`src/rtl/sec_time_counter.sv`:
```
// BCD MM:SS stopwatch advanced by rising edges of a synchronised 1 Hz input.
// Optional match alarm enabled by defining SEC_TIME_COUNTER_ALARM_EN.
module sec_time_counter #(
  parameter int unsigned MAX_MIN     = 59,
  parameter int unsigned SYNC_STAGES = 2
) (
  input  logic       sysclk,
  input  logic       rst_n,
  input  logic       clk_hz,
  input  logic       start_stop,
  input  logic       clear,
  output logic [3:0] sec_lo,
  output logic [3:0] sec_hi,
  output logic [3:0] min_lo,
  output logic [3:0] min_hi,
  output logic       running,
  output logic       wrap,
  input  logic [7:0] alarm_min,
  input  logic [7:0] alarm_sec,
  output logic       alarm
);

  localparam logic [3:0] MAX_HI = 4'(MAX_MIN / 10);
  localparam logic [3:0] MAX_LO = 4'(MAX_MIN % 10);

  typedef enum logic [1:0] {IDLE, RUN, PAUSE} state_e;

  state_e                 state_q, state_d;
  logic [SYNC_STAGES-1:0] sync_q;
  logic                   hist_q;
  logic                   tick;
  logic                   count_en;
  logic [3:0]             sec_lo_q, sec_lo_d;
  logic [3:0]             sec_hi_q, sec_hi_d;
  logic [3:0]             min_lo_q, min_lo_d;
  logic [3:0]             min_hi_q, min_hi_d;
  logic                   running_q;
  logic                   wrap_q, wrap_d;

  // clk_hz is only ever sampled; its synchronised rising edge is a count enable.
  always_ff @(posedge sysclk or negedge rst_n) begin
    if (!rst_n) begin
      sync_q <= '0;
      hist_q <= 1'b0;
    end else begin
      sync_q <= {sync_q[SYNC_STAGES-2:0], clk_hz};
      hist_q <= sync_q[SYNC_STAGES-1];
    end
  end

  assign tick = sync_q[SYNC_STAGES-1] & ~hist_q;

  always_comb begin
    state_d = state_q;
    if (clear) begin
      state_d = IDLE;
    end else if (start_stop) begin
      unique case (state_q)
        IDLE:    state_d = RUN;
        RUN:     state_d = PAUSE;
        PAUSE:   state_d = RUN;
        default: state_d = IDLE;
      endcase
    end
  end

  // A tick coinciding with start_stop in RUN still counts (state_q is RUN).
  assign count_en = (state_q == RUN) & tick & ~clear;

  always_comb begin
    sec_lo_d = sec_lo_q;
    sec_hi_d = sec_hi_q;
    min_lo_d = min_lo_q;
    min_hi_d = min_hi_q;
    wrap_d   = 1'b0;
    if (clear) begin
      sec_lo_d = '0;
      sec_hi_d = '0;
      min_lo_d = '0;
      min_hi_d = '0;
    end else if (count_en) begin
      if (sec_lo_q != 4'd9) begin
        sec_lo_d = sec_lo_q + 4'd1;
      end else begin
        sec_lo_d = '0;
        if (sec_hi_q != 4'd5) begin
          sec_hi_d = sec_hi_q + 4'd1;
        end else begin
          sec_hi_d = '0;
          if (min_hi_q == MAX_HI && min_lo_q == MAX_LO) begin
            min_lo_d = '0;
            min_hi_d = '0;
            wrap_d   = 1'b1;
          end else if (min_lo_q != 4'd9) begin
            min_lo_d = min_lo_q + 4'd1;
          end else begin
            min_lo_d = '0;
            min_hi_d = min_hi_q + 4'd1;
          end
        end
      end
    end
  end

  always_ff @(posedge sysclk or negedge rst_n) begin
    if (!rst_n) begin
      state_q   <= IDLE;
      sec_lo_q  <= '0;
      sec_hi_q  <= '0;
      min_lo_q  <= '0;
      min_hi_q  <= '0;
      running_q <= 1'b0;
      wrap_q    <= 1'b0;
    end else begin
      state_q   <= state_d;
      sec_lo_q  <= sec_lo_d;
      sec_hi_q  <= sec_hi_d;
      min_lo_q  <= min_lo_d;
      min_hi_q  <= min_hi_d;
      running_q <= (state_d == RUN);
      wrap_q    <= wrap_d;
    end
  end

  assign sec_lo  = sec_lo_q;
  assign sec_hi  = sec_hi_q;
  assign min_lo  = min_lo_q;
  assign min_hi  = min_hi_q;
  assign running = running_q;
  assign wrap    = wrap_q;

`ifdef SEC_TIME_COUNTER_ALARM_EN
  logic alarm_q, alarm_d;

  // Compared against the post-update value so the flag rises with the display.
  always_comb begin
    alarm_d = alarm_q;
    if (clear) begin
      alarm_d = 1'b0;
    end else if (count_en &&
                 {min_hi_d, min_lo_d, sec_hi_d, sec_lo_d} == {alarm_min, alarm_sec}) begin
      alarm_d = 1'b1;
    end
  end

  always_ff @(posedge sysclk or negedge rst_n) begin
    if (!rst_n) alarm_q <= 1'b0;
    else        alarm_q <= alarm_d;
  end

  assign alarm = alarm_q;
`else
  logic unused_alarm_inputs;
  assign unused_alarm_inputs = ^{alarm_min, alarm_sec};
  assign alarm = 1'b0;
`endif

endmodule
```
`config.mk`:
```
export PLATFORM = sky130hd
export DESIGN_NAME = sec_time_counter
export DESIGN_NICKNAME = d
export VERILOG_FILES = /design/src/rtl/sec_time_counter.sv
export SDC_FILE = /design/constraint.sdc
export NUM_CORES = 1
export LEC_CHECK = 0
export ABC_CLOCK_PERIOD_IN_PS = 5260
export CORE_MARGIN = 5
export CORE_UTILIZATION = 50
export CTS_BUF_LIST = sky130_fd_sc_hd__clkbuf_8
export DETAILED_ROUTE_END_ITERATION = 16
export HOLD_SLACK_MARGIN = 0.06
export PLACE_DENSITY_LB_ADDON = 0.1
export SYNTH_ARGS = -nofsm -noshare
export SYNTH_HDL_FRONTEND = slang
export SYNTH_SLANG_ARGS = --single-unit
```
`constraint.sdc`:
```
create_clock -name sysclk -period 5.26 [get_ports sysclk]
set_input_delay 1.578 -clock sysclk [delete_from_list [all_inputs] [get_ports sysclk]]
set_output_delay 1.578 -clock sysclk [all_outputs]
set_load 0.05 [all_outputs]
```
# == Yosys cells after proc, flatten, opt, wreduce, memory -nomap -nowiden ==
# Index checks and enable logic that the tools add are counted.
# totals
regBits,23
inputBits,21
out_inout_bits,19
elab_cells,63
# op_classes
add_sub_neg,4
eq_ne,11
n_mux,27
bitwise_logic,5
reduce_logical,7
# op_table
operator,count
4-bit two-way mux,19
4-bit by 1-bit adder with 4-bit output (second input constant),4
4-bit inequality test (second input constant),2
1-bit two-way mux,5
2-bit by 1-bit equality test with 1-bit output (second input constant),2
4-bit by 3-bit equality test with 1-bit output (second input constant),1
4-bit equality test (second input constant),1
2-bit two-way mux,2
2-bit inequality test (second input constant),2
4-bit by 3-bit inequality test with 1-bit output (second input constant),1
2-bit one-hot mux with 2 select lines,1
4-bit AND reduction,1
1-bit bitwise AND,3
3-bit inequality test (second input constant),1
3-bit AND reduction,1
2-bit equality test (second input constant),1
2-bit zero test,1
1-bit NOT,2
2-bit AND reduction,1
2-bit nonzero test,1
2-bit OR reduction,1
1-bit logical AND,1

# == Longest topological paths before layout ==
# depth
depth_word,7
depth_mapped,7
depth_no_buf,6

# == Least setup slack after synthesis ==
# OpenSTA, ideal clock, no wires.
# synth_path
kind,reg2out
from,register sec_lo_q[0] (netlist: sec_lo[0])
to,output port sec_lo[0]
arrival_time_ns,0.667
required_time_ns,3.682
setup_slack_ns,3.015
stages_incl_launch_ff,1
n_path_buf,0
cell_sequence,dfrtp_1
# synth_lines
element,line_no,rtl
from (decl),33,"logic [3:0] sec_lo_q, sec_lo_d;"
from (signal assigned),116,sec_lo_q <= sec_lo_d;
to (decl),12,"output logic [3:0] sec_lo,"
# No word-level cell between the ends.

# == Worst setup path after layout ==
# layout_path
from,register sec_lo_q[0] (netlist: sec_lo[0])
to,output port sec_lo[0]
# No word-level cell between the ends.

==> metrics.cfg <==
[global_routing]
antenna_found_initial=0
grt_max_degree=24
grt_pass1_vias=860
grt_pass1_wl_mm=3.65
grt_overflow_total=0
track_usage_pct=13.4

[setup_path]
max_stage_delay_ps=840
r2r-start=sec_lo[1]$_DFFE_PN0P_
crit_family=buffers and inverters
rr_endpoint=min_lo[3]$_DFFE_PN0P_
cp_data_required_time_ps=3680
path_buf_inv=1
r2r_slack_ps=3300
crit_slowest_cell=clkdlybuf4s50_1
path_cells=clkdlybuf4s50_1
cp.arrival_ps=1530
crit_type=register to primary output
reg2reg_depth=6
worstSetupEndpointType=primary output
critPathMaxFanout=6
start_kind=register

[pwr]
switching_share_pct=23.0
comb_power_share_pct=7.6
power.share.sequential_pct=58.4
cellPowerDensity_nw_per_um2=214
total_power_mw=0.313
p_switching_mw=0.0721
power.share.clock_pct=34.0
vdd_ir_drop_max_v=0.000215
p_int_mw=0.241
p_leak_nw=0.588

[min_path]
min-delay-start=sync_q[0]$_DFF_PN0_
hp-class=register to register
whs_path_depth=0
worstHoldEndpoint=sync_q[1]$_DFF_PN0_

[route]
drc_errors=0
vias_per_cell=5.48
drt-total-wl_mm=2.19
firstDrtPassIters=3
final_antenna_net_count=0
routedWlPerCell_um=13.1
drt-initial-drc-count=7
vias=915

[synthesis]
synthFlopType=dfrtp_1
ys_ff_latch=23
yosysWarnings=0
syn-cell-area_um2=1200
syn-num-nets=148
synthCells=119
ys_seq_area_share_pct=47.9
syn_area_per_cell_um2=10.1
synth.distinct_cells=34
synth_enable_flop_cells=0
ys_async_sr_fraction_pct=100

[cts]
worstSkewPairLatency_ps=250
clockRootBuffer=clkbuf_8
clock_sinks=23
htreeDepth=1
cts_made_buffers=3
clk_pin_slew_ps=80
clockBufferDepth=2
postCtsHoldBufs=0
cts_resized=0
post_cts_buffers=0
cts_tree=done

[die]
start_util_pct=53.3
die_w_um=59.0
die_h_um=59.0
num_rows=17
die_area_um2=3480
coreArea_um2=2250
io_pins=40

[place]
gp_congestion=0.759
io_buffers=22
place_hpwl_mm=1.58

[cells_and_area]
utilization_pct=64.9
nFillCells=202
area_delta_synth_final_pct=21.9
final_layout_size_suffix_gt1_share_pct=7.19
finalNetCount=169
antennaDiodeCount=0

[timing]
slew_headroom_pct=33.7
fin_skew_ps=1.55
fin_tns_setup_ps=0
period_minus_slack_ps=3110
rsz0062_at_grt=false
drv_slew=0
finalCritPeriodShare_pct=59.2
worst_hold_slack_ps=356
setup_violations=0
tightest_slew_ps=991
max_freq_mhz=321
hold_viol_final=0

[job]
maxCapViolations=0

[run_status]
status=finished clean

==> cells in the mapped netlist (3+ instances only) <==
cell type | n | share of area [%]
dfrtp_1 | 23 | 48
nor3_1 | 3 | 1.2
nand3_1 | 3 | 1.2
ha_1 | 8 | 8.3
nand4_1 | 3 | 1.6
inv_1 | 5 | 1.6
or3_1 | 6 | 3.1
nand2_1 | 11 | 3.4
and3b_1 | 3 | 2.2
a21oi_1 | 15 | 6.2
o21ai_0 | 5 | 2.1
nor2_1 | 8 | 2.5
==> state kept, by name (all words and copies together), names as in the netlist <==
signal and flops:
min_hi 4, running 1, hist_q 1, sec_hi 4, sec_lo 4, sync_q 2
state_q 2, wrap 1, min_lo 4
==> power by group through the flow <==
stage          Clock (mW)  Combinational, mW  Sequential [mW]
2_1_floorplan           0            0.00982            0.190
4_1_cts             0.110             0.0243            0.183
3_3_place_gp            0             0.0238            0.186
3_5_place_dp            0             0.0242            0.186
6_report            0.106             0.0237            0.183
5_1_grt             0.117             0.0260            0.184
==> metal layers <==
layer / track usage [%] / part of all wire [%] / vias to the layer above
li1: - / - / 457
met1: 16.3 / 46 / 441
met2: 23.5 / 49 / 15
met3: 1.53 / 3.5 / 2
met4: 5.83 / 1.2 / 0
met5: 0 / 0 / -
==> kinds of logic after synthesis <==
group,after synthesis,synth area share (%)
compound gates,22,9.58
xor+xnor,1,0.729
fa+ha+maj,8,8.33
buf+inv,11,4.79
flops,23,47.9
mux,2,1.77
other cells,1,0.312
simple gates,51,26.6
==> area by class of cell <==
type | count | area, um2 | area share, %
clock inverter | 1 | 5.00 | 0.342
tap | 28 | 35.0 | 2.39
inverter | 5 | 18.8 | 1.28
multi-input combinational | 85 | 568 | 38.8
clock buffer | 3 | 41.3 | 2.82
timing repair buffer | 22 | 220 | 15.0
sequential | 23 | 576 | 39.3
==> placed cells by master, fill, tap and decap left out, types with 3 or more instances in the layout <==
cell type,n
dfrtp_1,23
clkdlybuf4s50_1,22
a21oi_1,15
nand2_1,11
nor2_1,8
ha_1,8
or3_1,6
inv_1,5
o21ai_0,5
nor3_1,3
and3b_1,3
nand3_1,3
nand4_1,3
clkbuf_8,3
==> worst max path at each step <==
stage,startpoint,to,cells past startpoint
after floorplan,sec_lo[0]$_DFFE_PN0P_,sec_lo[0],0
after global routing,min_lo[0]$_DFFE_PN0P_,min_lo[0],1
final,sec_lo[0]$_DFFE_PN0P_,sec_lo[0],1
after CTS,sec_lo[0]$_DFFE_PN0P_,sec_lo[0],1
after detailed placement,clear,running$_DFF_PN0_,3
after global placement,clear,running$_DFF_PN0_,3
==> metrics by stage <==
stage / worst slack, ps / area (um2) / cells
6_report: 2150 / 1460 / 167
5_1_grt: 2090 / 1460 / 167
3_5_place_dp: 2240 / 1420 / 163
3_3_place_gp: 2310 / 1420 / 163
4_1_cts: 2130 / 1460 / 167
2_1_floorplan: 3020 / 1200 / 119
Note: power is estimated with default switching activity, not from simulation.
